[src/rtl/memory_package.sv]
// rtl/memory_package.sv - size codes, FSM states and lane extract/merge helpers for the load/store unit
package memory_package;

    localparam logic [1:0] SIZE_BYTE    = 2'b00;
    localparam logic [1:0] SIZE_HALF    = 2'b01;
    localparam logic [1:0] SIZE_WORD    = 2'b10;
    localparam logic [1:0] SIZE_ILLEGAL = 2'b11;

    typedef enum logic [2:0] {
        ST_IDLE,
        ST_READ,
        ST_LOAD,
        ST_MERGE,
        ST_WRITE,
        ST_RESPOND
    } state_t;

    // Little-endian lanes: byte n at [8n+7:8n], half h at [16h+15:16h].
    function automatic logic [31:0] extract_lane(input logic [31:0] data,
                                                 input logic [1:0]  offset,
                                                 input logic [1:0]  size,
                                                 input logic        is_unsigned);
        logic [7:0]  b;
        logic [15:0] h;
        b = data[{offset, 3'b000} +: 8];
        h = offset[1] ? data[31:16] : data[15:0];
        case (size)
            SIZE_BYTE: return is_unsigned ? {24'h0, b} : {{24{b[7]}}, b};
            SIZE_HALF: return is_unsigned ? {16'h0, h} : {{16{h[15]}}, h};
            default:   return data;
        endcase
    endfunction

    function automatic logic [31:0] merge_lane(input logic [31:0] old_word,
                                               input logic [31:0] new_data,
                                               input logic [1:0]  offset,
                                               input logic [1:0]  size);
        logic [31:0] result;
        result = old_word;
        case (size)
            SIZE_BYTE: result[{offset, 3'b000} +: 8] = new_data[7:0];
            SIZE_HALF: begin
                if (offset[1]) result[31:16] = new_data[15:0];
                else           result[15:0]  = new_data[15:0];
            end
            default:   result = new_data;
        endcase
        return result;
    endfunction

endpackage

[src/rtl/lane_extract.sv]
// rtl/lane_extract.sv - combinational lane select with sign/zero extension
module lane_extract
    import memory_package::*;
(
    input  logic [31:0] data,
    input  logic [1:0]  offset,
    input  logic [1:0]  size,
    input  logic        is_unsigned,
    output logic [31:0] value
);

    assign value = extract_lane(data, offset, size, is_unsigned);

endmodule

[src/rtl/load_store_unit.sv]
// rtl/load_store_unit.sv - byte/half/word load-store initiator with read-modify-write sub-word stores
module load_store_unit
    import memory_package::*;
#(
    parameter int unsigned MEMORY_SIZE_WORDS = 256
) (
    input  logic        clock,
    input  logic        reset_n,
    input  logic        request_valid,
    output logic        request_ready,
    input  logic        request_write,
    input  logic [1:0]  request_size,
    input  logic        request_unsigned,
    input  logic [31:0] request_address,
    input  logic [31:0] request_data,
    output logic        response_valid,
    output logic [31:0] response_data,
    output logic        response_error,
    output logic [31:0] memory_address,
    output logic [31:0] memory_input_data,
    output logic        memory_should_write,
    input  logic [31:0] memory_output_data
);

    state_t      state, next_state;
    logic        held_write;
    logic [1:0]  held_size;
    logic        held_unsigned;
    logic [31:0] held_address;
    logic [31:0] held_data;
    logic        fault;
    logic        accept;
    logic [31:0] load_value;

    assign accept = (state == ST_IDLE) && request_valid;

    always_comb begin
        fault = 1'b0;
        case (request_size)
            SIZE_HALF:    fault = request_address[0];
            SIZE_WORD:    fault = (request_address[1:0] != 2'b00);
            SIZE_ILLEGAL: fault = 1'b1;
            default:      fault = 1'b0;
        endcase
        if ({2'b00, request_address[31:2]} >= 32'(MEMORY_SIZE_WORDS))
            fault = 1'b1;
    end

    always_ff @(posedge clock or negedge reset_n) begin
        if (!reset_n) state <= ST_IDLE;
        else          state <= next_state;
    end

    always_comb begin
        next_state = state;
        case (state)
            ST_IDLE: begin
                if (request_valid) begin
                    if (fault)                                       next_state = ST_RESPOND;
                    else if (request_write && request_size == SIZE_WORD) next_state = ST_WRITE;
                    else                                             next_state = ST_READ;
                end
            end
            ST_READ:    next_state = held_write ? ST_MERGE : ST_LOAD;
            ST_LOAD:    next_state = ST_RESPOND;
            ST_MERGE:   next_state = ST_RESPOND;
            ST_WRITE:   next_state = ST_RESPOND;
            ST_RESPOND: next_state = ST_IDLE;
            default:    next_state = ST_IDLE;
        endcase
    end

    always_ff @(posedge clock or negedge reset_n) begin
        if (!reset_n) begin
            held_write     <= 1'b0;
            held_size      <= SIZE_BYTE;
            held_unsigned  <= 1'b0;
            held_address   <= '0;
            held_data      <= '0;
            response_data  <= '0;
            response_error <= 1'b0;
        end else if (accept) begin
            held_write     <= request_write;
            held_size      <= request_size;
            held_unsigned  <= request_unsigned;
            held_address   <= request_address;
            held_data      <= request_data;
            response_data  <= '0;
            response_error <= fault;
        end else if (state == ST_LOAD) begin
            response_data  <= load_value;
        end
    end

    lane_extract u_lane_extract (
        .data        (memory_output_data),
        .offset      (held_address[1:0]),
        .size        (held_size),
        .is_unsigned (held_unsigned),
        .value       (load_value)
    );

    // Ready is gated by reset_n so it stays low for the whole time reset is held.
    assign request_ready       = reset_n && (state == ST_IDLE);
    assign response_valid      = (state == ST_RESPOND);
    assign memory_address      = {held_address[31:2], 2'b00};
    assign memory_should_write = (state == ST_MERGE) || (state == ST_WRITE);

    always_comb begin
        memory_input_data = '0;
        if (state == ST_MERGE)
            memory_input_data = merge_lane(memory_output_data, held_data, held_address[1:0], held_size);
        else if (state == ST_WRITE)
            memory_input_data = held_data;
    end

endmodule

[config.mk]
export PLATFORM = sky130hd
export DESIGN_NAME = load_store_unit
export DESIGN_NICKNAME = d
export VERILOG_FILES = /design/src/rtl/memory_package.sv /design/src/rtl/lane_extract.sv /design/src/rtl/load_store_unit.sv
export SDC_FILE = /design/constraint.sdc
export NUM_CORES = 1
export LEC_CHECK = 0
export ABC_AREA = 1
export CAP_MARGIN = 20
export CORE_MARGIN = 2
export CORE_UTILIZATION = 40
export CTS_CLUSTER_DIAMETER = 100
export CTS_CLUSTER_SIZE = 16
export DETAILED_ROUTE_END_ITERATION = 7
export GPL_TIMING_DRIVEN = 0
export PLACE_DENSITY = 0.67
export SLEW_MARGIN = 15
export SYNTH_ARGS = -nofsm -noshare
export SYNTH_HDL_FRONTEND = slang
export SYNTH_HIERARCHICAL = 1
export SYNTH_SLANG_ARGS = --single-unit
[constraint.sdc]
create_clock -name clock -period 5.33 [get_ports clock]
set_input_delay 1.066 -clock clock [delete_from_list [all_inputs] [get_ports clock]]
set_output_delay 1.066 -clock clock [all_outputs]
set_load 0.01 [all_outputs]
Yosys cells after proc, flatten, opt, wreduce, memory -nomap -nowiden --
Index checks and enable logic that the tools add are counted.
Operators by class: multiplexer cells 19, reduce and logical (&&, ||, !) cells 9, equal/unequal tests 10, add/subtract/negate cells 1, shifts and indexed selects 3, $lt $le $gt $ge 1
Operators with widths (number):
- 2-to-1 mux 32 bit | 6
- case mux 32 bit (2 select lines) | 2
- 2-to-1 mux 16 bit | 3
- bitwise mux 32 bit | 1
- variable shift 8 x 7 -> 32 bit (first input constant) | 1
- indexed part select 32 x 6 -> 8 bit | 1
- indexed part select 8 x 7 -> 32 bit | 1
- >= comparator 30 x 9 -> 1 bit (second input constant) | 1
- 2-to-1 mux 3 bit | 3
- case mux 3 bit (3 select lines) | 1
- negation 5 -> 7 bit | 1
- equality test 3 x 2 -> 1 bit (second input constant) | 2
- equality test 3 bit (second input constant) | 2
- equality test 2 x 1 -> 1 bit (second input constant) | 2
- equality test 2 bit (second input constant) | 2
- nonzero test 2 bit | 2
- equality test 3 x 1 -> 1 bit (second input constant) | 1
- logical AND 1 bit | 3
- logical NOT 3 bit | 1
- case mux 1 bit (3 select lines) | 1
- OR reduction 3 bit | 1
- logical NOT 2 bit | 1
- 2-to-1 mux 1 bit | 2
- inequality test 2 bit (second input constant) | 1
- logical OR 1 bit | 1
Storage, ports and cells: bits in registers 104, logic and storage cells 51, input bits 103

Logic depth before layout (Yosys ltp) --
word-level depth 6, mapped depth 11

Cells and area by module --
Netlist, hierarchy kept.
By module, submodules not included:
- load_store_unit | area an instance 5724.2 µm², cells each 771, times used 1
- lane_extract | area an instance 920.9 µm², cells each 154, times used 1

Worst setup path after synthesis --
No wires, ideal clock.
kind register to output, start point register held_address[0], end point output memory_input_data[30], path buffers 1, setup slack 2.565 ns, arrival 1.699 ns, required time 4.264 ns, stages on the path, launching flop included 11, cells stage by stage dfrtp_1 buf_2 inv_2 ha_1 inv_1 nand3_1 o22ai_1 nand2_1 nand3_1 nand2_1 o21ai_0
Between the ends: cells in the longest elaborated chain, start to end 5, elaborated cells between the ends (all ways) 6, those cells by class add/sub (1); shift (2); mux (3)
RTL lines:
- start: declaration | line load_store_unit.sv:29 | logic [31:0] held_address;
- start signal: assignment | line load_store_unit.sv:86 | held_address <= request_address;
- negation 5 -> 7 bit * | line memory_package.sv:41 | SIZE_BYTE: result[{offset, 3'b000} +: 8] = new_data[7:0];
- indexed part select 8 x 7 -> 32 bit or variable shift 8 x 7 -> 32 bit (tied branches) | line memory_package.sv:41
- bitwise mux 32 bit * | line memory_package.sv:41
- case mux 32 bit (2 select lines) * | line memory_package.sv:40 | case (size)
- 2-to-1 mux 32 bit * | line load_store_unit.sv:111 | if (state == ST_MERGE)
- end: declaration | line load_store_unit.sv:20 | output logic [31:0] memory_input_data,
Mark *: on every way between the ends. The rest lies on a longest branch, timed or not.

Worst setup path after layout --
start point register held_address[0], end point output memory_input_data[11]
The elaborated chain is that of the path after synthesis.

==> results.toml <==
[synthesis]
yosysWarnings = 6
synth_edf_count = 0
synth_ff_type = "dfrtp_1"
synth_area_leader_cell = "dfrtp_1"
synth_area_per_cell_sq_um = 7.184
netlist.area_leader.share = 0.3916
seq_area_frac_synth = 0.3916
ys_top_cells_by_area = "dfrtp_1 39%, nand2_1 19%, o21ai_0 7.5%"
synth_cell_types = 40
syn_area_sq_um = 6645
synth_cells = 925
ys_ff_latch = 104
async_flop_share = 1.000

[timing]
slew_viol_final = 0
fin_crit_ns = 4.062
final_hold_viol_count = 0
worst_pin_slew_ns = 0.5660
hold_ws_ns = 0.4746
fin_crit_sh = 0.7620
rsz0062_at_grt = "no"
tns_ns = 0
max_freq_ghz = 0.2462
worst_slew_margin_rel = 0.6227
finalClockSkew_ns = 0.007931
setup_slack_ns = 1.268
final-setup-viol-count = 0

[setup_path]
arrival_ns = 3.00
rr_worst_depth = 8
timing.rr.end = "response_data[24]"
reg2reg_from = "held_address[1]"
start_kind = "flip-flop"
crit_path_max_fanout = 9
path_buf_inv = 3
reg2reg_slack_ns = 3.60
critPathMaxStageDelay_ns = 0.57
required_ns = 4.26
crit_chain = "buf_2, inv_2, ha_1, nand3_1, o22ai_1, nand2_1, o21ai_0, nand2_1, o21ai_0, clkdlybuf4s50_1"
cp-end-kind = "output pin"
path_class = "flip-flop to output pin"
crit_family = "buffers and inverters"
slowest_stage = "clkdlybuf4s50_1"

[clock_tree]
cts_resized = 0
cts-hold-fix-buffers = 0
clockBufferDepth = 2
cts_setup_buffers = 0
clock_latency_ns = 0.36
cts_tree = "built"
clock-root-buffer = "clkbuf_16"
cts_buffers = 9
clock-sinks = 104
clk_pin_slew_ns = 0.07
cts_max_level = 3

[power]
peakVddDrop_uv = 231.7
p_leak_nw = 4.540
power.density_nw_per_um2 = 548.5

[floorplanning]
num_rows = 47
dieArea_sq_um = 17660
core_sq_um = 16410
top_level_ports = 203
die_y_um = 132.9
start_util = 0.4050
die_w_um = 132.9

[global_route]
overflow = 0
grt.busiest_layer = "met2"
use_met3 = 0.06897
global_route.usage.met2 = 0.4007
grt_pass1_wl_um = 33730
grtUsageTotal = 0.2450
grt_max_degree = 74
grt_use_met1 = 0.3151
grt_pass1_vias = 6306
antenna_found_initial = 0

[final_layout]
nets = 1246
area_delta_synth_final_pct = 38.77
drive_above_1_share = 0.1235
antenna_cells = 0
n_fill_cell = 1613

[route]
drt_pass1_iterations = 6
postRouteAntennaNets = 0
drcViolationCount = 0
vias = 6692
first_iter_violations = 371
drt-vias-per-instance = 4.913
routed_wl_um = 21610
wire_per_inst_um = 15.86

[hold_path]
hold_class = "flip-flop to flip-flop"
hold_depth = 1
min_to = "state[1]"
hold_path_startpoint = "state[2]"

[run]
cap_violations = 0

[place]
place_congestion = 0.9232
io_buffers = 200
dpl_worst_slack_ns = 1.444
dpl.hpwl_um = 16930

[status]
status = "completed"
cells in the final DEF, fill, tap and decap left out, types with 3 or more instances in the layout:
cell type and count:
nand2_1 329, clkdlybuf4s50_1 199, inv_1 111, dfrtp_1 104, o21ai_0 100, nand3_1 52, buf_4 40, o22ai_1 24
buf_2 22, a22oi_1 18, nand3_2 18, nor2_1 12, clkbuf_1 10, nand2_2 9, o21ai_1 9, clkbuf_16 9
inv_2 8, o211ai_1 7, a21oi_1 5, buf_6 5, ha_1 5, nand2_4 4, nor2_4 3, buf_12 3
and2_4 3, or2_1 3, and2_0 3, or2_2 3
metal layers:
metal	share of wire	wire length (um)
met1	0.43	9262
met2	0.46	9980
met3	0.089	1914
met4	0.021	450
met5	0	0
report_power, final:
part           switching (W)  internal (W)
Sequential          0.000245       0.00115
Clock               0.000301      0.000329
Combinational        0.00164       0.00140
Total                0.00218       0.00288
synth_stat cells (3+ instances only):
| library cell | number |
|---|---|
| buf_6 | 4 |
| dfrtp_1 | 104 |
| o211ai_1 | 7 |
| o21ai_0 | 100 |
| nor2_4 | 3 |
| or2_2 | 3 |
| buf_4 | 40 |
| and2_4 | 3 |
| nand3_2 | 18 |
| nand2_1 | 329 |
| inv_1 | 111 |
| o21ai_1 | 9 |
| buf_2 | 22 |
| a22oi_1 | 18 |
| inv_2 | 8 |
| o22ai_1 | 24 |
| or2_1 | 3 |
| ha_1 | 5 |
| nor2_1 | 12 |
| nand3_1 | 52 |
| buf_12 | 3 |
| nand2_4 | 4 |
| nand2_2 | 9 |
| a21oi_1 | 5 |
| and2_0 | 3 |
| clkbuf_1 | 7 |
logic make-up (layout without fill, tap and decap cells):
| logic type | count (synthesis) | count (layout) | share of synthesized area |
|---|---|---|---|
| buffers and inverters | 199 | 415 | 0.1531 |
| AO/OA/AOI/OAI | 169 | 169 | 0.1465 |
| flip-flops | 104 | 104 | 0.3916 |
| adder cells (fa/ha/maj) | 5 | 5 | 0.009414 |
| other | 1 | 2 | 0.0005643 |
| AND/OR/NAND/NOR | 447 | 447 | 0.2988 |
worst max-delay path by stage:
stage	startpoint	end	slack, ns	depth (start not counted)
6_report	held_address[0]	memory_input_data[11]	1.27	10
4_1_cts	held_address[0]	memory_input_data[27]	1.30	11
3_3_place_gp	reset_n	request_ready	-1.76	4
3_5_place_dp	memory_output_data[15]	memory_input_data[15]	1.44	8
5_1_grt	held_address[0]	memory_input_data[14]	1.05	11
2_1_floorplan	held_address[0]	memory_input_data[30]	2.57	10
area by class of cell:
| class | instances | area [sq um] | area share |
|---|---|---|---|
| Timing Repair Buffer | 201 | 2031 | 0.2202 |
| Tap cell | 220 | 275.3 | 0.02985 |
| Multi-Input combinational cell | 623 | 3029 | 0.3285 |
| Sequential cell | 104 | 2603 | 0.2822 |
| Clock buffer | 13 | 250.2 | 0.02714 |
| Clock inverter | 2 | 16.27 | 0.001764 |
| Buffer | 77 | 546.8 | 0.05929 |
| Inverter | 122 | 470.5 | 0.05102 |
sequential cells by signal, indices dropped and copies added, names as in the netlist:
register        count
response_error      1
held_address       32
held_data          32
held_size           2
held_unsigned       1
held_write          1
response_data      32
state               3
through the flow:
stage | utilization | area (sq um) | std cells | power, W
after CTS | 0.5620 | 9221 | 1362 | 0.005078
after global routing | 0.5620 | 9221 | 1362 | 0.005449
after detailed placement | 0.5458 | 8955 | 1347 | 0.004438
after floorplan | - | 6649 | 926 | 0.003204
after global placement | 0.5440 | 8926 | 1346 | 0.004406
final | 0.5620 | 9221 | 1362 | 0.005057
Note: power is estimated with default switching activity, not from simulation.
